**config.mk**
```make
export PLATFORM = sky130hd
export DESIGN_NAME = mux_scan_sel
export DESIGN_NICKNAME = d
export VERILOG_FILES = /design/src/rtl/mux_scan_sel_pkg.sv /design/src/rtl/mux_scan_sel_scan_tick_gen.sv /design/src/rtl/mux_scan_sel.sv
export SDC_FILE = /design/constraint.sdc
export NUM_CORES = 1
export LEC_CHECK = 0
export ABC_AREA = 1
export CAP_MARGIN = 20
export CORE_UTILIZATION = 53
export DETAILED_ROUTE_END_ITERATION = 6
export PLACE_DENSITY = 0.79
export SYNTH_ARGS = -nofsm -noshare
export SYNTH_HDL_FRONTEND = slang
export SYNTH_SLANG_ARGS = --single-unit
```
**constraint.sdc**
```tcl
create_clock -name CLK -period 3.2 [get_ports CLK]
set_input_delay 0.8 -clock CLK [delete_from_list [all_inputs] [get_ports CLK]]
set_output_delay 0.8 -clock CLK [all_outputs]
set_load 0.005 [all_outputs]
```
**src/rtl/mux_scan_sel_pkg.sv**
```systemverilog
// Shared constants and helpers for the mux_scan_sel channel selector.
package mux_scan_pkg;

  localparam logic MODE_MANUAL = 1'b0;
  localparam logic MODE_AUTO   = 1'b1;

  // Widest one-hot vector the helper can build; N must not exceed this.
  localparam int unsigned ONEHOT_MAX = 64;

  function automatic logic [ONEHOT_MAX-1:0] onehot(input int unsigned idx,
                                                   input int unsigned n);
    logic [ONEHOT_MAX-1:0] v;
    v = '0;
    if (idx < n && idx < ONEHOT_MAX) v[idx] = 1'b1;
    return v;
  endfunction

  // Out-of-range selects map onto the last channel.
  function automatic int unsigned clamp_sel(input int unsigned sel,
                                            input int unsigned n);
    return (sel < n) ? sel : n - 1;
  endfunction

endpackage

```
**src/rtl/mux_scan_sel_scan_tick_gen.sv**
```systemverilog
// Dwell counter for auto-scan: pulses tick on the last cycle of each dwell.
module scan_tick_gen
  #(
    parameter int unsigned DWELL = 50000000
  )
  (
    input  logic clk,
    input  logic en,
    input  logic hold,
    input  logic clear,
    output logic tick
  );

  localparam int unsigned CW = (DWELL > 1) ? $clog2(DWELL) : 1;
  localparam logic [CW-1:0] LAST = CW'(DWELL - 1);

  logic [CW-1:0] cnt;

  assign tick = en && !hold && (cnt == LAST);

  // Count 0..DWELL-1 while enabled; hold freezes, disable or clear zeroes.
  always_ff @(posedge clk) begin
    if (clear || !en) begin
      cnt <= '0;
    end else if (!hold) begin
      if (cnt == LAST) cnt <= '0;
      else             cnt <= cnt + 1'b1;
    end
  end

endmodule

```
**src/rtl/mux_scan_sel.sv**
```systemverilog
// N-channel, W-bit registered multiplexer with manual select and auto-scan.
// Optional channel mask enabled by defining MUX_SCAN_MASK_EN.
module mux_scan_sel
  import mux_scan_pkg::*;
  #(
    parameter  int unsigned N     = 5,
    parameter  int unsigned W     = 3,
    parameter  int unsigned DWELL = 50000000,
    localparam int unsigned SELW  = $clog2(N)
  )
  (
    input  logic            CLK,
    input  logic            RST,
    input  logic [N*W-1:0]  DIN,
    input  logic [SELW-1:0] SEL,
    input  logic            MODE,
    input  logic            HOLD,
`ifdef MUX_SCAN_MASK_EN
    input  logic [N-1:0]    CH_MASK,
`endif
    output logic [W-1:0]    DOUT,
    output logic [SELW-1:0] CH,
    output logic [N-1:0]    CH_OH,
    output logic            CHG
  );

  logic            tick;
  logic [N-1:0]    mask;
  logic [SELW-1:0] ch_step;
  logic [SELW-1:0] ch_next;
  logic [N-1:0]    oh_next;
  logic [W-1:0]    dout_next;

`ifdef MUX_SCAN_MASK_EN
  assign mask = CH_MASK;
`else
  assign mask = '1;
`endif

  scan_tick_gen #(.DWELL(DWELL)) u_tick (
    .clk   (CLK),
    .en    (MODE == MODE_AUTO),
    .hold  (HOLD),
    .clear (RST),
    .tick  (tick)
  );

  // Next-channel selection: clamped SEL in manual, masked round-robin step in auto.
  always_comb begin
    logic        found;
    int unsigned idx;
    ch_step = CH;
    found   = 1'b0;
    // Search CH+1, CH+2, ... wrapping back to CH itself; no hit leaves CH.
    for (int unsigned k = 1; k <= N; k++) begin
      idx = (32'(CH) + k) % N;
      if (!found && mask[idx]) begin
        ch_step = SELW'(idx);
        found   = 1'b1;
      end
    end

    if (MODE == MODE_MANUAL) ch_next = SELW'(clamp_sel(32'(SEL), N));
    else if (tick)           ch_next = ch_step;
    else                     ch_next = CH;

    oh_next   = N'(onehot(32'(ch_next), N));
    dout_next = mask[ch_next] ? DIN[32'(ch_next)*W +: W] : '0;
  end

  // Output registers; CH and DOUT always refer to the same channel.
  always_ff @(posedge CLK) begin
    if (RST) begin
      DOUT  <= '0;
      CH    <= '0;
      CH_OH <= N'(1);
      CHG   <= 1'b0;
    end else begin
      DOUT  <= dout_next;
      CH    <= ch_next;
      CH_OH <= oh_next;
      CHG   <= (ch_next != CH);
    end
  end

endmodule

```
==> flow_summary.json, run 1 <==
{
  "cts_resized": 0,
  "finalCritPeriodShare_pct": 86.6,
  "drc": 0,
  "max_slew_margin_pct": 57.4,
  "ios": 34,
  "status": "finished clean",
  "grt_max_degree": 14,
  "synthTopCellsByArea": "dfxtp_1 (35%), nand2_1 (14%), inv_1 (8.8%)",
  "hold_viol_final": 0,
  "finalPower_mw": 0.948,
  "r2r_cells": 15,
  "synth_async_sr_flop_share_pct": 0,
  "start_util_pct": 57.2,
  "layout-drive-gt1-share_pct": 8.09,
  "min_to": "u_tick.cnt[22]$_SDFFE_PP0N_",
  "drt-initial-drc-count": 127,
  "whs_ns": 0.451,
  "synth_area_per_cell_um2": 6.51,
  "hpwl_um": 3810,
  "hold_class": "flop to flop",
  "final_nets": 399,
  "clock-sinks": 38,
  "fin_tns_setup_ns": 0,
  "r2r_slack_ns": 0.55,
  "path_clk_slew_ns": 0.06,
  "hp-start": "u_tick.cnt[22]$_SDFFE_PP0N_",
  "synth-seq-cells": 38,
  "dr.pass1.iters": 4,
  "grt.overflow.total": 0,
  "numPortBuffers": 33,
  "core_area_um2": 3800,
  "syn_area_um2": 2170,
  "die_h_um": 66.0,
  "vias": 2126,
  "chipWidth_um": 66.0,
  "power_density_nw_per_um2": 359,
  "crit_arrival_ns": 3.01,
  "area_growth_pct": 21.5,
  "skew_ns": 0.00575,
  "yosysWarnings": 0,
  "rsz0062_at_grt": "false",
  "worst_pin_slew_ns": 0.637,
  "critical_path_class": "input pin to flop",
  "slowest_stage": "clkdlybuf4s50_1",
  "cts.htree.levels": 2,
  "insertion_delay_ns": 0.29,
  "numCtsBuffers": 5,
  "grt_usage_pct": 23.8,
  "crit_required_ns": 3.43,
  "cts_setup_buffers": 0,
  "synth_edf_count": 0,
  "antenna_left": 0,
  "setup_viol": 0,
  "start_kind": "input pin",
  "cts_hold_buf": 0,
  "synth_top_area_share_pct": 35.0,
  "place_ws_ns": 0.128,
  "yosys.cell_types.count": 32,
  "clk_root_buffer_cell": "clkbuf_8",
  "ys.flop_type": "dfxtp_1",
  "fmax_ghz": 0.361,
  "cp_max_fo": 13,
  "antenna_found_initial": 0,
  "cp-end-kind": "flop",
  "utilization_pct": 69.5,
  "synth_area_leader_cell": "dfxtp_1",
  "worstHoldPathCells": 1,
  "cap_violations": 0,
  "cts_buffer_depth": 2,
  "grt_pass1_wl_um": 7950,
  "peakVddDrop_uv": 283,
  "timing.final.crit_period_ns": 2.77,
  "cp_slowest_stage_delay_ns": 0.60,
  "ys_seq_area_share_pct": 35.0,
  "cts_tree": "done",
  "drv_slew": 0,
  "die_area_um2": 4360,
  "grt_pass1_vias": 1836,
  "r2r-end": "DOUT[0]$_SDFF_PP0_",
  "wirelength_um": 4870,
  "yosysMostFrequentCell": "nand2_1",
  "critPathTopFamily": "buffers and inverters",
  "worstPathCellList": "clkdlybuf4s50_1 -> inv_1 -> nand2_1 -> nor2_1 -> nand2_1 -> nor2_2 -> nor2_1 -> inv_1 -> a21oi_1 -> o21a_1",
  "synth_fp_nets": 361,
  "r2r-start": "CH[1]$_SDFF_PP0_",
  "place_congestion": 0.862,
  "synthCells": 334,
  "wl_per_cell_um": 11.6,
  "leakagePower_nw": 1.12,
  "synthTopCellsByCount": "nand2_1 (79), inv_1 (51), nor2_1 (40), dfxtp_1 (38), nand3_1 (27)",
  "diodes": 0,
  "num_rows": 22,
  "layout_setup_ws_ns": 0.427,
  "critical_path.n_buffers_inverters": 3,
  "viasPerCell": 5.07
}
==> cell type report <==
cell class                 instances  area, um2
tap                               48       60.1
multi-input combinational        238       1180
fill                             352       1160
inverter                          53        199
clock buffer                       6       82.6
sequential                        38        761
timing repair buffer              36        353
==> worst max path at each step <==
stage | startpoint | endpoint | depth (start not counted)
after floorplan | CH[0]$_SDFF_PP0_ | DOUT[0]$_SDFF_PP0_ | 17
after global placement | HOLD | u_tick.cnt[25]$_SDFFE_PP0N_ | 10
after detailed placement | HOLD | u_tick.cnt[19]$_SDFFE_PP0N_ | 10
after CTS | HOLD | u_tick.cnt[19]$_SDFFE_PP0N_ | 10
after global routing | HOLD | u_tick.cnt[14]$_SDFFE_PP0N_ | 10
final | HOLD | u_tick.cnt[13]$_SDFFE_PP0N_ | 10
==> power breakdown <==
| part | internal (mW) | leakage [nW] | switching [mW] |
|---|---|---|---|
| Sequential | 0.484 | 0.308 | 0.00566 |
| Clock | 0.166 | 0.0431 | 0.157 |
| Combinational | 0.0680 | 0.771 | 0.0680 |
==> stage by stage <==
stage / cells / cell area [um2]
CTS: 419 / 2640
detailed placement: 413 / 2560
finish: 419 / 2640
global route: 419 / 2640
global placement: 413 / 2560
floorplan: 334 / 2170
==> registers in the layout (all words and copies together), names as in the netlist <==
name,cells
CH_OH,5
CH,3
DOUT,3
CHG,1
u_tick.cnt,26
==> cells by family (layout without fill, tap and decap cells) <==
| kind of cell | Yosys count | after routing | synth area share (%) |
|---|---|---|---|
| compound gates | 43 | 43 | 11.0 |
| simple gates | 185 | 185 | 38.6 |
| flops | 38 | 38 | 35.0 |
| fa+ha+maj | 5 | 5 | 2.88 |
| buf+inv | 58 | 95 | 10.5 |
| xor+xnor | 5 | 5 | 2.02 |
==> worst reg2reg max path, delay by kind of cell (launching register included) <==
kind | cells | cell delay (ns)
AND/OR/NAND/NOR | 10 | 1.28
adder cells (fa/ha/maj) | 2 | 0.58
flip-flops | 1 | 0.45
buffers and inverters | 3 | 0.28
==> per-layer routing <==
layer	wire (um)	global-route usage [%]	share of wire, %	vias to the layer above
met3	219	5.86	4.5	4
met1	2420	31.9	50	939
met5	0	0	0	-
li1	-	-	-	1144
met2	2200	38.1	45	39
met4	34	5.59	0.70	0
==> placed cells by master (no fill, tap or decap), drive strengths merged, types with 2 or more instances in the layout <==
cell type      netlist  routed
ha                   5       5
xor2                 3       3
clkdlybuf4s50        0      33
dfxtp               38      38
nand4                7       7
nand3               29      29
o21ai               13      13
nor2                49      49
buf                  4       3
clkbuf               1       6
inv                 53      53
nor3                10      10
xnor2                2       2
nand2               86      86
nor4                 3       3
a21oi               22      22
o21a                 4       4
(Power assumes the default switching activity.)
==> run 2: changes to the inputs <==
- SKIP_LAST_GASP: unset -> 1
==> results of run 2 <==
Final layout, timing and power as in run 1 (identical DEF).
==> run 3: changes to the inputs <==
- CTS_CLUSTER_DIAMETER: unset -> 120
==> results of run 3 <==
Final layout, timing and power as in run 1 (identical DEF).
